[config.mk]
export PLATFORM = sky130hd
export DESIGN_NAME = pc_gen
export DESIGN_NICKNAME = d
export VERILOG_FILES = /design/src/rtl/pc_gen.sv
export SDC_FILE = /design/constraint.sdc
export NUM_CORES = 1
export LEC_CHECK = 0
export ABC_AREA = 1
export CAP_MARGIN = 30
export CORE_ASPECT_RATIO = 0.8
export CORE_MARGIN = 2
export CORE_UTILIZATION = 30
export DETAILED_ROUTE_END_ITERATION = 10
export PLACE_DENSITY = 0.55
export SYNTH_ARGS = -nofsm -noshare
export SYNTH_HDL_FRONTEND = slang
export SYNTH_SLANG_ARGS = --single-unit
[constraint.sdc]
create_clock -name clk -period 3.1 [get_ports clk]
set_input_delay 0.775 -clock clk [delete_from_list [all_inputs] [get_ports clk]]
set_output_delay 0.775 -clock clk [all_outputs]
set_load 0.005 [all_outputs]
[src/rtl/pc_gen.sv]
// Program-counter generator feeding the instruction fetch stage.
// Advances sequentially and redirects on branches and flushes, with pending redirects held while a fetch is in flight.
module pc_gen #(
  parameter logic [31:0] RESET_PC = 32'hBFC00000,
  parameter logic [31:0] PC_STEP  = 32'd4
) (
  input  logic        clk,
  input  logic        rst,
  input  logic        fetch_stall,
  input  logic        pipe_stall,
  input  logic        branch_flag,
  input  logic [31:0] branch_target,
  input  logic        flush,
  input  logic [31:0] new_pc,
  output logic [31:0] pc,
  output logic        ce,
  output logic        in_delay_slot
);

  typedef enum logic {
    ST_RUN        = 1'b0,
    ST_WAIT_REDIR = 1'b1
  } state_t;

  state_t      r_state;
  state_t      w_state_nxt;
  logic [31:0] r_pc;
  logic [31:0] w_pc_nxt;
  logic [31:0] r_pending_target;
  logic [31:0] w_pending_target_nxt;
  logic        r_ce;
  logic        w_pending_valid;
  logic        w_adv;

  // Handshake: the fetch at pc is consumed only when ce is set, fetch has
  // returned data (~fetch_stall) and downstream accepts it (~pipe_stall);
  // pc must stay stable on every other cycle unless a flush overrides it.
  assign w_adv           = r_ce & ~fetch_stall & ~pipe_stall;
  assign w_pending_valid = (r_state == ST_WAIT_REDIR);

  always_comb begin
    w_state_nxt          = r_state;
    w_pc_nxt             = r_pc;
    w_pending_target_nxt = r_pending_target;
    if (flush) begin
      w_pc_nxt    = new_pc;
      w_state_nxt = ST_RUN;
    end else if (w_pending_valid) begin
      // A branch seen here sits in a delay slot; the first target wins.
      if (w_adv) begin
        w_pc_nxt    = r_pending_target;
        w_state_nxt = ST_RUN;
      end
    end else if (branch_flag) begin
      if (w_adv) begin
        w_pc_nxt = branch_target;
      end else begin
        w_pending_target_nxt = branch_target;
        w_state_nxt          = ST_WAIT_REDIR;
      end
    end else if (w_adv) begin
      w_pc_nxt = r_pc + PC_STEP;
    end
  end

  always_ff @(posedge clk) begin
    if (rst) begin
      r_state          <= ST_RUN;
      r_pc             <= RESET_PC;
      r_pending_target <= 32'd0;
      r_ce             <= 1'b0;
    end else begin
      r_state          <= w_state_nxt;
      r_pc             <= w_pc_nxt;
      r_pending_target <= w_pending_target_nxt;
      r_ce             <= 1'b1;
    end
  end

  assign pc            = r_pc;
  assign ce            = r_ce;
  assign in_delay_slot = ~flush & (w_pending_valid | branch_flag);

endmodule

# Word level (Yosys, flattened, before mapping)
# Cells that the tools add are included.
dict set report word_totals {
  register_bits 66
  wordCells 27
}
dict set report classes {
  addsub 1
  muxes 10
  bitwise 9
  n_reduce_logical 3
}
# cell n
set op_table {}
lappend op_table {{32-bit two-way mux} 6}
lappend op_table {{32-bit by 3-bit adder with 32-bit output, second input constant} 1}
lappend op_table {{1-bit NOT} 5}
lappend op_table {{1-bit two-way mux} 4}
lappend op_table {{4-bit AND reduction} 1}
lappend op_table {{1-bit AND} 3}
lappend op_table {{2-bit nonzero test} 1}
lappend op_table {{2-bit OR reduction} 1}
lappend op_table {{1-bit bitwise OR} 1}

# Depth between registers and ports, before layout
# Gate-level depths: netlist of run 1.
dict set report depth {
  ltp_word 7
  ltp_mapped 12
  depth_no_buf 12
}

# Worst setup path before layout of run 1
# No wires, ideal clock.
dict set report synth_timing {
  path_type {input to output}
  start {in branch_flag}
  end {out in_delay_slot}
  arrival_time_ns 1.386
  setup_slack_ns 0.939
  path_stages 5
  n_path_buf 1
  path_cell_list {inv_1 -> nand2_2 -> clkinv_1 -> buf_2 -> nor2_1}
}
dict set report synth_via {
  elab_chain_len 2
}
# item line_no
set synth_rtl {}
lappend synth_rtl {{start: declaration} 11} ;# input logic branch_flag,
lappend synth_rtl {{1-bit bitwise OR} 82} ;# assign in_delay_slot = ~flush & (w_pending_valid | branch_flag);
lappend synth_rtl {{1-bit AND} 82}
lappend synth_rtl {{end: declaration} 17} ;# output logic in_delay_slot
# No other way between the ends.

# Worst setup path after layout of run 1
# Ends and elaborated chain as after synthesis.

==> results.sh, run 1 <==
export IMPL_grt_pass1_wl_um=21600
export IMPL_fin_skew_ns=0.00662
export IMPL_slew_headroom_pct=52.5
export IMPL_antenna_found_initial=0
export IMPL_cts_num_sinks=66
export IMPL_drt_antenna_violating_nets=0
export IMPL_cts_inserted_buffers=9
export IMPL_vias_per_cell=4.98
export IMPL_power_density_mw_per_mm2=486
export IMPL_critical_path_class="in2out"
export IMPL_slowest_delay_ns=0.54
export IMPL_synth_area_top_cells="dfxtp_1, nand2_1, a21oi_1"
export IMPL_clk_latency_ns=0.34
export IMPL_core_mm2=0.0127
export IMPL_dp_cells=862
export IMPL_clk_pin_slew_worst_paths_ns=0.06
export IMPL_dieArea_mm2=0.0138
export IMPL_crit_top_cell="clkdlybuf4s50_1"
export IMPL_required_ns=2.32
export IMPL_seq_area_frac_synth_pct=34.3
export IMPL_period_share_pct=95.7
export IMPL_seq_area_mm2=0.00132
export IMPL_rsz0062_at_grt="no"
export IMPL_cts_resized=0
export IMPL_cp_top_family="buffers and inverters"
export IMPL_final_cell_mix="nand2_1, clkdlybuf4s50_1, nor2_1"
export IMPL_n_antenna_cell=0
export IMPL_hold_buffers=0
export IMPL_max_freq_ghz=0.337
export IMPL_outcome="completed"
export IMPL_slew_violations=0
export IMPL_fin_setup_tns_ns=0
export IMPL_final_common_cell="nand2_1"
export IMPL_multi_input_area_mm2=0.00223
export IMPL_crit_slowest_cell="clkdlybuf4s50_1"
export IMPL_area_delta_synth_final_pct=40.3
export IMPL_cts_tree="done"
export IMPL_synth_seq_cells=66
export IMPL_fp_dieH_um=105
export IMPL_rows=37
export IMPL_instances_no_fill=878
export IMPL_avgSynthCellArea_um2=6.40
export IMPL_layout_min_cycle_time_ns=2.97
export IMPL_path_cells="clkdlybuf4s50_1, inv_1, nand2_2, clkinv_1, nor2_1, clkdlybuf4s50_1"
export IMPL_worstMarginPinSlew_ns=0.712
export IMPL_syn_inst=602
export IMPL_ios=104
export IMPL_io_buffers=103
export IMPL_stdcell_area_mm2=0.00541
export IMPL_irDropWorstVdd_mv=0.328
export IMPL_p_int_mw=1.93
export IMPL_fp_dieW_um=131
export IMPL_n_fill_cell=1358
export IMPL_dr_pass1_iters=5
export IMPL_drcViolationCount=0
export IMPL_power_share_clock_pct=45.5
export IMPL_hold_ws_ns=0.459
export IMPL_nNetsFinal=769
export IMPL_track_usage_pct=20.2
export IMPL_dp_hpwl_um=9880
export IMPL_gp_congestion=0.844
export IMPL_drtIter0Drc=405
export IMPL_crit_path_start_kind="input port"
export IMPL_cts_root_buf="clkbuf_16"
export IMPL_clock_path_buffers=2
export IMPL_critPathMaxFanout=2
export IMPL_finalSetupViolations=0
export IMPL_combinationalPowerShare_pct=17.9
export IMPL_path_buf_inv=4
export IMPL_hold_path_class="reg2reg"
export IMPL_totalWireLength_um=13500
export IMPL_postCtsSetupBuffers=0
export IMPL_via_count=4370
export IMPL_yosys_warnings=0
export IMPL_p_leak_nw=2.10
export IMPL_yosysUniqueCellTypes=37
export IMPL_p_switching_mw=0.704
export IMPL_start_util_pct=30.4
export IMPL_first_global_vias=4112
export IMPL_ys_flop_type="dfxtp_1"
export IMPL_synthesis_nets=673
export IMPL_place_area_mm2=0.00506
export IMPL_synth_top_area_share_pct=34.3
export IMPL_wire_per_inst_um=15.4
export IMPL_h_tree_depth=3
export IMPL_synth_edff_count=0
export IMPL_grt_overflow_total=0
export IMPL_async_flop_share_pct=0
export IMPL_crit_path_end_kind="primary output"
export IMPL_drive_gt1_share_pct=7.68
export IMPL_cp_arrival_ns=2.19
export IMPL_synth_largest_area_cell="dfxtp_1"
export IMPL_netlist_area_mm2=0.00385
export IMPL_grt_max_degree=45
export IMPL_maxCapViolCount=0
export IMPL_switching_share_pct=26.8
export IMPL_report_final_hold_viol_count=0
export IMPL_seq_power_share_pct=36.6
==> power by group through the flow <==
stage / logic [mW] / registers [mW] / clock network, mW
after floorplan: 0.230 / 0.966 / 0
after global placement: 0.467 / 0.980 / 0
after detailed placement: 0.470 / 0.980 / 0
after CTS: 0.472 / 0.962 / 1.21
after global routing: 0.522 / 0.970 / 1.24
final: 0.472 / 0.963 / 1.20
==> registers in the layout, summed over array words and instances, names as in the netlist <==
register          cells
ce                    1
pc                   32
r_pending_target     32
r_state               1
==> kinds of logic (layout without fill, tap and decap cells) <==
| group | count (synthesis) | count (layout) | synth area share (%) |
|---|---|---|---|
| AND/OR/NAND/NOR | 321 | 321 | 34.4 |
| AO/OA/AOI/OAI | 131 | 131 | 20.8 |
| buffers and inverters | 73 | 174 | 7.95 |
| flip-flops | 66 | 66 | 34.3 |
| XOR/XNOR | 10 | 10 | 2.27 |
| adder cells (fa/ha/maj) | 1 | 1 | 0.325 |
==> worst paths after layout <==
path,startpoint,endpoint,slack (ns),depth (start not counted)
max,branch_flag,in_delay_slot,0.13,6
min,r_pending_target[6]$_SDFFE_PP0P_,r_pending_target[6]$_SDFFE_PP0P_,0.46,2
max reg2reg,r_state$_SDFF_PP0_,pc[23]$_SDFFE_PP1P_,1.10,7
min reg2reg,r_pending_target[6]$_SDFFE_PP0P_,r_pending_target[6]$_SDFFE_PP0P_,0.46,2
==> worst min-delay path, cell delays in order, from the launching register on <==
cell and delay, ns:
dfxtp_1 0.29, inv_1 0.06, a21oi_1 0.06
==> cell usage after synthesis (2+ instances only) <==
| cell type | count |
|---|---|
| clkbuf_1 | 16 |
| nand2_1 | 196 |
| nor2_1 | 74 |
| xnor2_1 | 3 |
| inv_1 | 35 |
| nand4_1 | 3 |
| buf_2 | 11 |
| dfxtp_1 | 66 |
| o21ai_0 | 21 |
| nand3_1 | 26 |
| a221oi_1 | 24 |
| o21bai_1 | 2 |
| nand2_2 | 6 |
| nor2_2 | 5 |
| buf_4 | 5 |
| a21oi_1 | 65 |
| o221ai_1 | 5 |
| o211ai_1 | 8 |
| xor2_1 | 7 |
| or2_2 | 3 |
| o21ai_1 | 2 |
| inv_2 | 4 |
==> metrics by stage <==
step	util [%]	setup slack (ns)	total power, mW
final	42.6	0.135	2.63
after global routing	42.6	0.0497	2.73
after CTS	42.6	0.108	2.65
after detailed placement	39.9	0.109	1.45
after global placement	39.9	0.117	1.45
after floorplan	-	0.939	1.20
==> layer usage <==
layer | track usage [%] | part of all wire, % | up-vias
met5 | 0 | 0 | -
met4 | 4.26 | 0.89 | 0
met3 | 4.21 | 6.7 | 12
met2 | 29.3 | 43 | 137
met1 | 30.5 | 50 | 2033
li1 | - | - | 2188
==> layout make-up <==
class                   count  area share [%]
flip-flops and latches     66            24.4
inverters                  40            2.78
well taps                 175            4.05
clock buffers              10            4.23
repair buffers            118            21.1
clock inverters             6            2.13
multi-input cells         463            41.2
No activity file was read; power rests on OpenSTA's default activity.
==> inputs of run 2 (changes only) <==
Settings changed: RECOVER_POWER from default to 50.
==> run 2 against run 1 <==
Global-route usage did not move. Via count is 0.23% higher. Total power shrank 0.66%. First-iteration DRC count shrank 2.7%. Die area unchanged. Cell area decreased by 0.21%. Sequential power barely moved. Flip-flop and latch count is the same. Combinational power down 3%. Critical endpoint unchanged.
==> results.sh, run 2 (same netlist as run 1, synthesis figures left out) <==
export IMPL_outcome="completed"
export IMPL_crit_slowest_cell="clkdlybuf4s50_1"
export IMPL_power_density_mw_per_mm2=484
export IMPL_vias_per_cell=4.99
export IMPL_cts_num_sinks=66
export IMPL_drive_gt1_share_pct=7.25
export IMPL_wl_met3_um=1060
export IMPL_rsz0062_at_grt="no"
export IMPL_dieArea_mm2=0.0138
export IMPL_cp_arrival_ns=2.20
export IMPL_p_leak_nw=2.14
export IMPL_crit_path_end_kind="primary output"
export IMPL_fp_dieW_um=131
export IMPL_required_ns=2.32
export IMPL_nNetsFinal=769
export IMPL_dr_pass1_iters=5
export IMPL_path_buf_inv=4
export IMPL_cts_inserted_buffers=9
export IMPL_drt_met1_wl_um=6450
export IMPL_h_tree_depth=3
export IMPL_track_usage_pct=20.2
export IMPL_ios=104
export IMPL_cts_resized=0
export IMPL_clock_path_buffers=2
export IMPL_via_count=4380
export IMPL_p_total_mw=2.61
export IMPL_layout_min_cycle_time_ns=2.98
export IMPL_io_buffers=103
export IMPL_grt_overflow_total=0
export IMPL_finalSetupViolations=0
export IMPL_first_global_vias=4112
export IMPL_fin_setup_tns_ns=0
export IMPL_irDropWorstVdd_mv=0.330
export IMPL_maxCapViolCount=0
export IMPL_slew_headroom_pct=40.1
export IMPL_area_delta_synth_final_pct=40.0
export IMPL_rows=37
export IMPL_fin_skew_ns=0.00689
export IMPL_met2_length_um=5900
export IMPL_gp_congestion=0.844
export IMPL_critical_path_class="in2out"
export IMPL_fp_dieH_um=105
export IMPL_min_from="r_pending_target[6]$_SDFFE_PP0P_"
export IMPL_highest_layer="met4"
export IMPL_cts_root_buf="clkbuf_16"
export IMPL_grt_max_degree=45
export IMPL_final_cell_mix="nand2_1, nor2_1, clkdlybuf4s50_1"
export IMPL_antenna_found_initial=0
export IMPL_drcViolationCount=0
export IMPL_final_common_cell="nand2_1"
export IMPL_cp_top_family="buffers and inverters"
export IMPL_postCtsSetupBuffers=0
export IMPL_dp_cells=862
export IMPL_slew_violations=0
export IMPL_critPathMaxFanout=2
export IMPL_worstReg2RegStart="r_state$_SDFF_PP0_"
export IMPL_report_final_hold_viol_count=0
export IMPL_instances_no_fill=878
export IMPL_core_mm2=0.0127
export IMPL_clk_latency_ns=0.34
export IMPL_hold_buffers=0
export IMPL_crit_start="branch_flag"
export IMPL_wire_per_inst_um=15.4
export IMPL_slowest_delay_ns=0.54
export IMPL_hold_path_class="reg2reg"
export IMPL_path_cells="clkdlybuf4s50_1, inv_1, nand2_2, clkinv_1, nor2_1, clkdlybuf4s50_1"
export IMPL_crit_top_cell="clkdlybuf4s50_1"
export IMPL_period_share_pct=96.0
export IMPL_start_util_pct=30.4
export IMPL_totalWireLength_um=13500
export IMPL_max_freq_ghz=0.336
export IMPL_n_antenna_cell=0
export IMPL_grt_pass1_wl_um=21600
export IMPL_drtIter0Drc=394
export IMPL_crit_path_start_kind="input port"
export IMPL_worstMarginPinSlew_ns=0.897
export IMPL_cts_tree="done"
export IMPL_clk_pin_slew_worst_paths_ns=0.06
export IMPL_drt_antenna_violating_nets=0
export IMPL_dp_hpwl_um=9880
export IMPL_fin_ws_ns=0.123
export IMPL_pre_cts_ws_ns=0.109
## run 2: worst register-to-register path: cells and delay by family (launching register included)
kind	cells	cell delay [ns]
AOI/OAI and AO/OA	1	0.60
buffers and inverters	2	0.55
and+or+nand+nor	4	0.37
DFF	1	0.32
## run 2: cell type report
type	count	area, um2
clock inverter	6	115
inverter	40	150
clock buffer	10	229
timing repair buffer	118	1130
sequential	66	1320
fill	1360	7290
multi-input combinational	463	2230
tap	175	219
## run 2: metrics by stage
stage / hold WS, ns / area (um2) / util [%]
3_3_place_gp: 0.448 / 5060 / 39.9
4_1_cts: 0.461 / 5410 / 42.6
3_5_place_dp: 0.452 / 5060 / 39.9
5_1_grt: 0.470 / 5400 / 42.5
6_report: 0.458 / 5400 / 42.5
2_1_floorplan: 0.430 / 3850 / -
## run 2: worst paths after layout
kind / depth (start not counted) / to / slack [ns]
setup / recovery: 6 / in_delay_slot / 0.12
hold / removal: 2 / r_pending_target[6]$_SDFFE_PP0P_ / 0.46
setup reg to reg: 7 / pc[23]$_SDFFE_PP1P_ / 1.10
hold reg to reg: 2 / r_pending_target[6]$_SDFFE_PP0P_ / 0.46
## run 2: report_power, final
part           leakage, nW  switching (mW)  internal [mW]
combinational         1.43           0.237          0.220
sequential           0.543          0.0585          0.903
clock                0.163           0.406          0.789
total                 2.14           0.701           1.91
## run 2: layer usage
| layer | vias to the layer above | global-route usage [%] |
|---|---|---|
| met5 | - | 0 |
| met4 | 0 | 4.26 |
| met3 | 12 | 4.21 |
| met2 | 145 | 29.3 |
| met1 | 2039 | 30.5 |
| li1 | 2184 | - |
==> inputs of run 3 (changes only) <==
Settings changed: CORE_MARGIN 2 to default.
==> run 3 against run 2 <==
Hold slack better by 0.0052 ns. Fmax up 0.16%. Sequential power is essentially flat. Total power decreased by 2.4%. Cell area fell by 0.60%. Clock power is 5% lower. Clock-buffer cell count unchanged. Global-route usage increased by 1.4 points. Routed wire length increased by 1.1%. Die area decreased by 3.4%. Critical endpoint unchanged. Largest cell class unchanged. Via count up 0.25%. Combinational power hardly changed.
==> results.sh, run 3 (same netlist as run 1, synthesis figures left out) <==
export IMPL_cts_inserted_buffers=9
export IMPL_worstReg2RegStart="r_state$_SDFF_PP0_"
export IMPL_critPathMaxFanout=2
export IMPL_pre_cts_ws_ns=0.112
export IMPL_cts_resized=0
export IMPL_crit_start="branch_flag"
export IMPL_final_cell_mix="nand2_1, nor2_1, clkdlybuf4s50_1"
export IMPL_grt_overflow_total=0
export IMPL_first_global_vias=4149
export IMPL_crit_path_start_kind="input port"
export IMPL_hold_ws_ns=0.463
export IMPL_clk_latency_ns=0.34
export IMPL_via_count=4391
export IMPL_ios=104
export IMPL_p_total_mw=2.55
export IMPL_p_leak_nw=2.12
export IMPL_slew_headroom_pct=14.8
export IMPL_drive_gt1_share_pct=7.13
export IMPL_core_mm2=0.0123
export IMPL_antenna_found_initial=0
export IMPL_drt_antenna_violating_nets=0
export IMPL_maxCapViolCount=0
export IMPL_r2r_end="r_pending_target[6]$_SDFFE_PP0P_"
export IMPL_start_util_pct=31.2
export IMPL_max_freq_ghz=0.337
export IMPL_cts_tree="done"
export IMPL_cp_arrival_ns=2.20
export IMPL_crit_slowest_cell="clkdlybuf4s50_1"
export IMPL_clk_pin_slew_worst_paths_ns=0.06
export IMPL_nNetsFinal=767
export IMPL_rsz0062_at_grt="no"
export IMPL_endpoint="in_delay_slot"
export IMPL_stdcell_area_mm2=0.00536
export IMPL_outcome="completed"
export IMPL_totalWireLength_um=13700
export IMPL_regToRegSetupSlack_ns=0.68
export IMPL_grt_max_degree=45
export IMPL_grt_pass1_wl_um=21600
export IMPL_critical_path_class="in2out"
export IMPL_gp_congestion=0.928
export IMPL_final_common_cell="nand2_1"
export IMPL_cts_root_buf="clkbuf_16"
export IMPL_slew_violations=0
export IMPL_worstMarginPinSlew_ns=1.28
export IMPL_layout_min_cycle_time_ns=2.97
export IMPL_power_density_mw_per_mm2=475
export IMPL_dp_hpwl_um=9940
export IMPL_drtIter0Drc=264
export IMPL_h_tree_depth=3
export IMPL_postCtsSetupBuffers=0
export IMPL_fp_dieW_um=129
export IMPL_track_usage_pct=21.5
export IMPL_utilization_pct=43.5
export IMPL_crit_path_end_kind="primary output"
export IMPL_fin_ws_ns=0.128
export IMPL_report_final_hold_viol_count=0
export IMPL_slowest_delay_ns=0.55
export IMPL_wire_per_inst_um=15.7
export IMPL_instances_no_fill=872
export IMPL_dieArea_mm2=0.0133
export IMPL_drcViolationCount=0
export IMPL_vias_per_cell=5.04
export IMPL_irDropWorstVdd_mv=0.228
export IMPL_cts_num_sinks=66
export IMPL_n_antenna_cell=0
export IMPL_hold_path_class="reg2reg"
export IMPL_required_ns=2.32
export IMPL_path_cells="clkdlybuf4s50_1, inv_1, nand2_2, clkinv_1, nor2_1, clkdlybuf4s50_1"
export IMPL_dr_pass1_iters=5
export IMPL_hold_buffers=0
export IMPL_area_delta_synth_final_pct=39.1
export IMPL_crit_top_cell="clkdlybuf4s50_1"
export IMPL_rr_worst_depth=9
export IMPL_dp_cells=856
export IMPL_fp_dieH_um=103
export IMPL_period_share_pct=95.9
export IMPL_fin_skew_ns=0.00625
export IMPL_io_buffers=103
export IMPL_finalSetupViolations=0
export IMPL_rows=36
export IMPL_place_area_mm2=0.00504
export IMPL_clock_path_buffers=2
export IMPL_fin_setup_tns_ns=0
## run 3: changes by cell type in the layout (fill, tap and decap cells not counted)
| cell | previous run | this run |
|---|---|---|
| clkbuf_2 | 3 | 0 |
| clkinv_4 | 2 | 0 |
| bufinv_16 | 3 | 2 |
| clkbuf_8 | 0 | 1 |
| clkinv_2 | 0 | 1 |
| clkinvlp_4 | 1 | 2 |
| inv_1 | 37 | 36 |
| inv_2 | 2 | 3 |
| inv_6 | 0 | 1 |
## run 3: area by class of cell
cell class	instances	area, um2
flip-flops and latches	66	1320
clock inverters	6	88.8
clock buffers	10	239
repair buffers	116	1120
multi-input cells	463	2230
inverters	40	150
well taps	171	214
fillers	1311	6980
## run 3: how the worst min path moves through the flow
stage	from	to	slack (ns)	cells after the start
3_3_place_gp	r_pending_target[6]$_SDFFE_PP0P_	r_pending_target[6]$_SDFFE_PP0P_	0.45	2
2_1_floorplan	r_pending_target[6]$_SDFFE_PP0P_	r_pending_target[6]$_SDFFE_PP0P_	0.43	2
3_5_place_dp	r_pending_target[21]$_SDFFE_PP0P_	r_pending_target[21]$_SDFFE_PP0P_	0.45	2
6_report	r_pending_target[21]$_SDFFE_PP0P_	r_pending_target[21]$_SDFFE_PP0P_	0.46	2
5_1_grt	r_pending_target[29]$_SDFFE_PP0P_	r_pending_target[29]$_SDFFE_PP0P_	0.48	2
4_1_cts	r_pending_target[26]$_SDFFE_PP0P_	r_pending_target[26]$_SDFFE_PP0P_	0.46	2
## run 3: critical path: cells and delay by family
kind                   cells  cell delay, ns
buffers and inverters      4            1.19
and+or+nand+nor            2            0.23
## run 3: per-layer routing
metal	up-vias	track usage, %	share of wire (%)
li1	2183	-	-
met1	2028	31.1	51
met2	168	31.9	42
met3	12	4.48	6.4
met4	0	6.79	1.4
met5	-	0	0
## run 3: power by group
part / internal, mW / switching (mW)
sequential: 0.903 / 0.0612
combinational: 0.219 / 0.237
clock: 0.727 / 0.403
total: 1.85 / 0.701
